[src/rtl/mix_fetch_scheduler.sv]
// mix_fetch_scheduler: on every sample tick, read one sample per enabled
// channel through a single req/ack port, sum them with saturation and emit
// one mixed sample.
//
// Memory handshake: mem_req is raised with mem_addr and both hold steady
// until the cycle mem_ack is seen high; mem_rdata is taken in that same
// cycle. Back-to-back accesses may keep mem_req high while mem_addr moves
// to the next channel on the cycle after an ack.
module mix_fetch_scheduler #(
   parameter int NCH    = 4,
   parameter int ADDR_W = 23,
   parameter int DATA_W = 16
) (
   input  logic                    i_clk,
   input  logic                    i_rst,
   input  logic                    start,
   input  logic                    stop,
   input  logic [NCH-1:0]          ch_en,
   input  logic [NCH*ADDR_W-1:0]   ch_base,
   input  logic [ADDR_W-1:0]       ch_len,
   input  logic                    sample_tick,
   output logic                    mem_req,
   output logic [ADDR_W-1:0]       mem_addr,
   input  logic                    mem_ack,
   input  logic [DATA_W-1:0]       mem_rdata,
   output logic                    out_valid,
   output logic [DATA_W-1:0]       out_sample,
   output logic                    busy,
   output logic                    done,
   output logic                    overrun
);

   localparam int IDX_W = (NCH > 1) ? $clog2(NCH) : 1;
   // Accumulator has enough headroom that NCH full-scale samples never wrap.
   localparam int ACC_W = DATA_W + $clog2(NCH);
   localparam logic signed [ACC_W-1:0] SAT_MAX = ACC_W'((64'sd1 <<< (DATA_W - 1)) - 64'sd1);
   localparam logic signed [ACC_W-1:0] SAT_MIN = ACC_W'(-(64'sd1 <<< (DATA_W - 1)));

   typedef enum logic [2:0] {
      S_IDLE,
      S_WAIT_TICK,
      S_FETCH,
      S_EMIT,
      S_DONE
   } state_t;

   // FSM state; kept as a named enum so checkers can bind to it directly.
   state_t                  state;

   logic [NCH-1:0]          en_q;
   logic [NCH*ADDR_W-1:0]   base_q;
   logic [ADDR_W-1:0]       len_q;
   logic [ADDR_W-1:0]       offset;
   logic [ADDR_W-1:0]       offset_inc;
   logic [IDX_W-1:0]        ch_idx;
   logic signed [ACC_W-1:0] acc;
   logic signed [ACC_W-1:0] rdata_ext;
   logic signed [ACC_W-1:0] acc_sum;
   logic                    stop_pending;

   logic [IDX_W-1:0]        first_idx;
   logic [ADDR_W-1:0]       first_addr;
   logic                    next_any;
   logic [IDX_W-1:0]        next_idx;
   logic [ADDR_W-1:0]       next_addr;

   assign rdata_ext  = ACC_W'($signed(mem_rdata));
   assign acc_sum    = acc + rdata_ext;
   assign offset_inc = offset + ADDR_W'(1);

   // Clamp the wide accumulator into the signed output range.
   function automatic logic [DATA_W-1:0] saturate(input logic signed [ACC_W-1:0] v);
      logic [DATA_W-1:0] r;
      if (v > SAT_MAX)
         r = SAT_MAX[DATA_W-1:0];
      else if (v < SAT_MIN)
         r = SAT_MIN[DATA_W-1:0];
      else
         r = v[DATA_W-1:0];
      return r;
   endfunction

   // Pick the lowest enabled channel and the next enabled channel above the
   // current one, along with their addresses for the current offset.
   always_comb begin
      first_idx  = '0;
      first_addr = '0;
      next_any   = 1'b0;
      next_idx   = '0;
      next_addr  = '0;
      for (int i = NCH - 1; i >= 0; i--) begin
         if (en_q[i]) begin
            first_idx  = IDX_W'(i);
            first_addr = base_q[i*ADDR_W +: ADDR_W] + offset;
            if (i > int'(ch_idx)) begin
               next_any  = 1'b1;
               next_idx  = IDX_W'(i);
               next_addr = base_q[i*ADDR_W +: ADDR_W] + offset;
            end
         end
      end
   end

   // Main sequencer: state, memory port, accumulator and all registered outputs.
   always_ff @(posedge i_clk) begin
      if (i_rst) begin
         state        <= S_IDLE;
         en_q         <= '0;
         base_q       <= '0;
         len_q        <= '0;
         offset       <= '0;
         ch_idx       <= '0;
         acc          <= '0;
         stop_pending <= 1'b0;
         mem_req      <= 1'b0;
         mem_addr     <= '0;
         out_valid    <= 1'b0;
         out_sample   <= '0;
         busy         <= 1'b0;
         done         <= 1'b0;
         overrun      <= 1'b0;
      end else begin
         out_valid <= 1'b0;
         done      <= 1'b0;
         case (state)
            S_IDLE: begin
               stop_pending <= 1'b0;
               if (start && (ch_en != '0)) begin
                  en_q    <= ch_en;
                  base_q  <= ch_base;
                  len_q   <= ch_len;
                  offset  <= '0;
                  overrun <= 1'b0;
                  busy    <= 1'b1;
                  if (ch_len == '0) begin
                     state <= S_DONE;
                     done  <= 1'b1;
                  end else begin
                     state <= S_WAIT_TICK;
                  end
               end
            end

            S_WAIT_TICK: begin
               if (stop) begin
                  state <= S_DONE;
                  done  <= 1'b1;
               end else if (sample_tick) begin
                  state    <= S_FETCH;
                  ch_idx   <= first_idx;
                  acc      <= '0;
                  mem_req  <= 1'b1;
                  mem_addr <= first_addr;
               end
            end

            S_FETCH: begin
               if (stop)
                  stop_pending <= 1'b1;
               if (sample_tick)
                  overrun <= 1'b1;
               if (mem_req && mem_ack) begin
                  acc <= acc_sum;
                  if (next_any) begin
                     ch_idx   <= next_idx;
                     mem_addr <= next_addr;
                  end else begin
                     mem_req    <= 1'b0;
                     state      <= S_EMIT;
                     out_valid  <= 1'b1;
                     out_sample <= saturate(acc_sum);
                  end
               end
            end

            S_EMIT: begin
               if (sample_tick)
                  overrun <= 1'b1;
               offset <= offset_inc;
               if ((offset_inc == len_q) || stop_pending || stop) begin
                  state <= S_DONE;
                  done  <= 1'b1;
               end else begin
                  state <= S_WAIT_TICK;
               end
            end

            S_DONE: begin
               state        <= S_IDLE;
               busy         <= 1'b0;
               stop_pending <= 1'b0;
            end

            default: begin
               state   <= S_IDLE;
               busy    <= 1'b0;
               mem_req <= 1'b0;
            end
         endcase
      end
   end

endmodule

[config.mk]
export PLATFORM = sky130hd
export DESIGN_NAME = mix_fetch_scheduler
export DESIGN_NICKNAME = d
export VERILOG_FILES = /design/src/rtl/mix_fetch_scheduler.sv
export SDC_FILE = /design/constraint.sdc
export NUM_CORES = 1
export LEC_CHECK = 0
export ABC_CLOCK_PERIOD_IN_PS = 2950
export BUFFER_PORTS_ARGS = -buffer_cell sky130_fd_sc_hd__buf_2
export CORE_UTILIZATION = 30
export DETAILED_ROUTE_END_ITERATION = 7
export PLACE_DENSITY = 0.48
export SYNTH_ARGS = -nofsm -noshare
export SYNTH_HDL_FRONTEND = slang
export SYNTH_SLANG_ARGS = --single-unit
[constraint.sdc]
create_clock -name i_clk -period 2.95 [get_ports i_clk]
set_input_delay 0.7375 -clock i_clk [delete_from_list [all_inputs] [get_ports i_clk]]
set_output_delay 0.7375 -clock i_clk [all_outputs]
set_load 0.05 [all_outputs]
==> flow_metrics.tcl, run 1 <==
set metrics [dict create \
    path_clk_slew_ns 0.06 \
    die_height_um 220.3 \
    p_int_uw 5720 \
    root_buffer "clkbuf_16" \
    violations "design-rule violations, negative setup slack" \
    cpMostUsedCell "a221o_1" \
    grt_max_degree 79 \
    worst_slack_ns -0.1254 \
    path_cells "buf_6 -> ha_4 -> nor2b_2 -> o31a_1 -> o311a_4 -> a2bb2oi_4 -> a221o_1 -> a211o_1 -> o211ai_1 -> a221o_1 -> o2111ai_1 -> nand3_1" \
    ys.flop_type "dfxtp_1" \
    cp_data_required_time_ns 3.46 \
    pwr-share-seq_pct 38.0 \
    core-area_um2 46750 \
    yosys_warnings 0 \
    drc 24 \
    finalNonFillerCells 2945 \
    grt_pass1_vias 14990 \
    synth.distinct_cells 75 \
    pwr-share-clk_pct 43.4 \
    crit_path_end_kind "register" \
    wl_per_cell_um 20.22 \
    chipWidth_um 220.3 \
    synth-seq-cells 210 \
    p_comb_share_pct 18.7 \
    place_congestion 0.9536 \
    worstReg2RegStart "offset[2]" \
    drtAntennaViolNets 0 \
    layout_min_cycle_time_ns 3.075 \
    slew_viol_final 0 \
    drt_wl_total_um 59550 \
    startpoint "offset[2]" \
    worst_ep_arrival_time_ns 3.59 \
    worstHoldPathType "input pin to register" \
    avgViaCountPerCell 5.286 \
    final.setup_skew_ns 0.01237 \
    hold_viol_final 0 \
    power_density_nw_per_um2 413.6 \
    dp_hpwl_um 47340 \
    async_reset_ff_share_pct 0 \
    portBuffers 184 \
    grt_setup_unrepaired "true" \
    fmax_ghz 0.3252 \
    cts_buffer_depth 3 \
    globalRouteTotalUtil_pct 24.01 \
    crit_type "register to register" \
    drt-pass1-iter-count 7 \
    maxCapViolations 0 \
    crit_family "compound AO/OA/AOI/OAI gates" \
    layout-drive-gt1-share_pct 29.31 \
    p_sw_uw 2469 \
    crit_buf_inv 1 \
    synth_seq_area_share_pct 29.40 \
    grt_pass1_wl_um 88310 \
    mostFrequentLayoutCells "nand2_1 (346), buf_4 (279), a21oi_1 (235)" \
    clk-insertion-delay-late_ns 0.58 \
    place_inst 2883 \
    status "complete, but fails checks" \
    switching_share_pct 30.15 \
    drtIter0Drc 995 \
    synth_edf_count 0 \
    pin_count 185 \
    via_count 15570 \
    cts_buffers 27 \
    place_ws_ns -0.3294 \
    slew_headroom_pct 55.15 \
    final_nets 2568 \
    post-route-period-util_pct 104.3 \
    tightest_slew_ns 0.6680 \
    path_max_fanout 4 \
    worst_path_largest_cell_delay_ns 0.36 \
    syn_to_final_growth_pct 38.45 \
    h-tree-depth 1 \
    syn-num-nets 2152 \
    synth_area_um2 14300 \
    peakVddDrop_uv 377.4 \
    synthCells 1900 \
    overflow 0 \
    cts_tree "yes" \
    fin_util_pct 42.35 \
    setup_viol 4 \
    p_leak_uw 0.008821 \
    final_common_cell "nand2_1" \
    row_count 79 \
    hold_start "ch_base[33]" \
    die_area_um2 48540 \
    avgSynthCellArea_um2 7.526 \
    start_util_pct 30.59 \
    cp_slowest_cell "a221o_1" \
    clock_sinks 210 \
    startpoint_type "register" \
    antenna_found_initial 1 \
]
## final timing paths
| path | end | slack (ns) | cells past startpoint |
|---|---|---|---|
| hold / removal | base_q[33] | 0.40 | 3 |
| hold reg to reg | mem_addr[1] | 0.46 | 2 |
| setup reg to reg | mem_addr[20] | -0.13 | 12 |
| setup / recovery | mem_addr[20] | -0.13 | 12 |
## metrics by stage
stage	cell area (um^2)	setup TNS (ns)	power (uW)	hold slack, ns
after detailed placement	18000	-6.099	4634	0.4421
after global placement	18000	-5.034	4628	0.4394
after global routing	19800	-1.043	8545	0.3851
after floorplan	14360	-0.1684	3967	0.4400
after CTS	19200	-0.2705	8236	0.3692
final	19800	-0.1845	8189	0.3951
## power groups by stage
stage | combinational (uW) | clock [uW] | sequential [uW]
final | 1530 | 3550 | 3110
after global routing | 1660 | 3760 | 3120
after CTS | 1480 | 3650 | 3110
after detailed placement | 1460 | 0 | 3170
after global placement | 1460 | 0 | 3170
after floorplan | 816 | 0 | 3150
## timing repair
| item | CTS | global route |
|---|---|---|
| buffers inserted | 7 | 6 |
| hold endpoints to repair | 0 | 0 |
| hold buffers | 0 | 0 |
| gates resized for setup | 55 | 106 |
| endpoints found under the setup margin | 15 | 29 |
| pin swaps | 44 | 63 |
## logic make-up after synthesis
family | synth area share [%]
flip-flops | 29.40
adder cells (fa/ha/maj) | 9.975
AO/OA/AOI/OAI | 27.26
multiplexers | 0.4900
XOR/XNOR | 7.656
buffers and inverters | 3.299
AND/OR/NAND/NOR | 21.93
## per-layer routing
metal  global-route usage [%]  routed length, um  vias to the layer above
met5                        0                  0                        -
met4                    8.092               1973                        0
met3                    3.354               3384                       82
met2                    39.17              27160                      419
met1                    32.29              27030                     7381
li1                         -                  -                     7685
## synth_stat cells (all sizes together) (5+ instances only)
cell type | count | share of area (%)
nor4 | 15 | 0.66
nand2 | 350 | 9.2
and3 | 11 | 0.48
o21a | 11 | 0.58
fa | 5 | 0.70
o211ai | 24 | 1.3
nand4 | 17 | 0.85
a21oi | 253 | 8.9
a21o | 50 | 2.6
o22ai | 8 | 0.35
nor3b | 5 | 0.26
inv | 32 | 0.84
a211oi | 20 | 1.1
dfxtp | 210 | 29
o21ai | 94 | 3.3
clkbuf | 88 | 2.3
nor2b | 13 | 0.57
nand3 | 43 | 1.5
xnor2 | 89 | 5.5
or3 | 15 | 0.69
or2 | 6 | 0.26
and2 | 13 | 0.57
a211o | 7 | 0.43
a31oi | 17 | 0.79
xor2 | 36 | 2.2
o31ai | 10 | 0.52
nand2b | 22 | 0.96
a221oi | 23 | 1.4
o221ai | 6 | 0.37
a221o | 5 | 0.35
nor2 | 151 | 4.0
nor3 | 38 | 1.5
mux2i | 7 | 0.49
a22oi | 31 | 1.6
o21bai | 8 | 0.42
a311oi | 6 | 0.37
ha | 106 | 9.3
## state kept, by name, indices dropped and copies added, names as in the netlist
signal	flops
base_q	92
len_q	23
mem_addr	23
offset	23
acc	18
out_sample	16
en_q	4
state	3
ch_idx	2
busy	1
done	1
mem_req	1
out_valid	1
overrun	1
stop_pending	1
## tightest hold or removal path: cells and delay by family
family | cells | cell delay, ns
AOI/OAI and AO/OA | 1 | 0.05
and+or+nand+nor | 1 | 0.04
buffers and inverters | 1 | 0.10
## area by class of cell
type / instances / area (um^2)
fill: 4894 / 26950
multi-input combinational: 1565 / 10410
sequential: 210 / 4227
timing repair buffer: 479 / 3316
tap: 607 / 759.5
clock buffer: 33 / 738.2
clock inverter: 17 / 219.0
inverter: 33 / 123.9
antenna: 1 / 2.502
No activity file was read; power rests on OpenSTA's default activity.
==> run 2: changes to the inputs <==
- ABC_AREA: default -> 1
- PLACE_DENSITY: 0.48 -> 0.47
==> flow_metrics.tcl, run 2 <==
set metrics [dict create \
    largest_register "base_q" \
    tightest_slew_ns 0.7401 \
    h-tree-depth 1 \
    grt_setup_unrepaired "false" \
    fmax_ghz 0.3607 \
    cpMostUsedCell "nand2_1" \
    synth_xor_area_share_pct 4.031 \
    final_nets 2948 \
    worstHoldPathType "input pin to register" \
    crit_buf_inv 1 \
    worst_ep_arrival_time_ns 3.23 \
    post-route-period-util_pct 93.97 \
    setup_viol 0 \
    peakVddDrop_uv 519.1 \
    p_leak_uw 0.009053 \
    path_clk_slew_ns 0.06 \
    pin_count 185 \
    path_max_fanout 5 \
    mostFrequentLayoutCells "nand2_1 (555), nor2_1 (368), o21ai_0 (226)" \
    via_count 16910 \
    place_congestion 0.9480 \
    async_reset_ff_share_pct 0 \
    synth_edf_count 0 \
    syn-num-nets 2647 \
    avgViaCountPerCell 4.989 \
    cts_buffers 26 \
    drt-pass1-iter-count 6 \
    synthCells 2395 \
    hold_viol_final 0 \
    row_count 82 \
    fillCellCount 5567 \
    cts_tree "yes" \
    cp_slowest_cell "dfxtp_1" \
    antenna_found_initial 9 \
    wl_met3_um 3505 \
    drt_wl_total_um 62210 \
    drc 0 \
    synth_commonest_cells "nand2_1 (556), nor2_1 (368), o21ai_0 (231)" \
    cts_buffer_depth 3 \
    crit_type "register to register" \
    wl_per_cell_um 18.35 \
    synth_area_um2 15330 \
    top_layer_used "met5" \
    muxShareOfSynthArea_pct 0 \
    clock_sinks 210 \
    crit_path_end_kind "register" \
    final_common_cell "nand2_1" \
    startpoint_type "register" \
    synth.distinct_cells 55 \
    yosys.area.top_type "dfxtp_1" \
    die_height_um 228.1 \
    met1_length_um 28050 \
    chipWidth_um 228.1 \
    final.setup_skew_ns 0.01270 \
    path_cells "ha_1 -> a21oi_1 -> a21boi_0 -> buf_4 -> o21a_1 -> nand2_1 -> xnor2_1 -> nor2_1 -> o21ai_0 -> nand2_1 -> nand2_1 -> a21oi_1" \
    grt_pass1_wl_um 96010 \
    fin_util_pct 37.99 \
    synth_adder_area_share_pct 9.303 \
    globalRouteTotalUtil_pct 23.64 \
    power_density_nw_per_um2 658.8 \
    clk-insertion-delay-late_ns 0.58 \
    synth_seq_area_share_pct 27.42 \
    largest_register_ffs 92 \
    synth_top_family_by_area "simple AND/OR/NAND/NOR gates" \
    slew_viol_final 0 \
    synth_compound_area_share_pct 20.49 \
    die_area_um2 52020 \
    slew_headroom_pct 50.48 \
    dp_hpwl_um 50030 \
    synth-seq-cells 210 \
    cts_hold_buffers 0 \
    post_cts_buffers 0 \
    grt_pass1_vias 16940 \
    yosysMostFrequentCell "nand2_1" \
    worst_path_largest_cell_delay_ns 0.64 \
    synth.area.top_cells "dfxtp_1 (27%), nand2_1 (14%), nor2_1 (9.0%)" \
    syn_to_final_growth_pct 24.56 \
    root_buffer "clkbuf_16" \
    overflow 0 \
    yosys_warnings 0 \
    grt_max_degree 56 \
    crit_family "compound AO/OA/AOI/OAI gates" \
    status "finished clean" \
    wl_met2_um 27820 \
    maxCapViolations 0 \
    yosysTopAreaCellShare_pct 27.42 \
    drtIter0Drc 1118 \
    layout-drive-gt1-share_pct 16.80 \
    cp_data_required_time_ns 3.41 \
    core-area_um2 50270 \
    synthSimpleGateAreaFrac_pct 32.14 \
    start_util_pct 30.50 \
    portBuffers 184 \
    ys.flop_type "dfxtp_1" \
    avgSynthCellArea_um2 6.402 \
    drtAntennaViolNets 0 \
    fin_tns_setup_ns 0 \
    layout_min_cycle_time_ns 2.772 \
]
-- run 2: cell types whose count changed after synthesis, moves of 30 or more --
cell / delta
nand3_1: +103
xnor2_1: -59
a21o_1: -36
nor2_1: +217
a21oi_1: -47
a22oi_1: -30
o21ai_0: +138
nand2_1: +206
inv_1: +133
-- run 2: path summary, 6_finish.rpt --
| kind | slack [ns] | to | cells past startpoint | start |
|---|---|---|---|---|
| worst max register to register | 0.18 | mem_addr[17] | 12 | offset[16] |
| worst min-delay path | 0.38 | base_q[18] | 3 | ch_base[18] |
| worst min register to register | 0.47 | acc[7] | 2 | acc[7] |
| worst max-delay path | 0.18 | mem_addr[17] | 12 | offset[16] |
-- run 2: cell type report --
cell class	count	area, um^2	share of cell area, %
multi-input combinational	1925	10140	53.08
inverter	173	654.4	3.427
clock inverter	12	188.9	0.9893
timing repair buffer	360	2355	12.33
clock buffer	35	704.4	3.689
sequential	210	4209	22.04
antenna	3	7.507	0.03931
tap	672	840.8	4.403
-- run 2: repair_timing --
action,4_1_cts,5_1_grt
gates resized for setup,0,14
endpoints found under the hold margin,0,0
setup endpoints to repair,0,12
-- run 2: per-layer routing --
layer  vias to the layer above  GRT usage [%]
met5                         -              0
met4                        10          9.270
met3                       111          4.900
met2                       409          38.88
met1                      7729          30.11
li1                       8653              -
-- run 2: where the power goes --
group	internal (uW)	switching [uW]
sequential	3480	488
combinational	1710	3500
clock	2030	1370
-- run 2: per-stage QoR --
stage	instances	worst slack [ns]	area, um^2	hold WS, ns	total power [uW]
after floorplan	2395	0.2862	15330	0.4428	7186
after global placement	3340	0.04243	18170	0.4547	9192
after detailed placement	3340	0.02936	18170	0.4615	9222
after CTS	3387	0.05935	19070	0.3585	12680
after global routing	3389	0.0008429	19090	0.3743	13420
final	3390	0.1779	19100	0.3821	12580
-- run 2: cells by family (layout without fill, tap and decap cells) --
kind of cell,after synthesis,in the layout
DFF,210,210
buffers and inverters,260,580
other,0,3
adders and majority gates,111,111
AOI/OAI and AO/OA,562,562
and+or+nand+nor,1183,1183
xor gates and xnor gates,69,69
-- run 2: worst reg2reg max path: stages, from the launching register on --
cell	delay, ns
dfxtp_1	0.64
ha_1	0.35
a21oi_1	0.16
a21boi_0	0.30
buf_4	0.17
o21a_1	0.10
nand2_1	0.06
xnor2_1	0.31
nor2_1	0.10
o21ai_0	0.19
nand2_1	0.14
nand2_1	0.08
a21oi_1	0.07
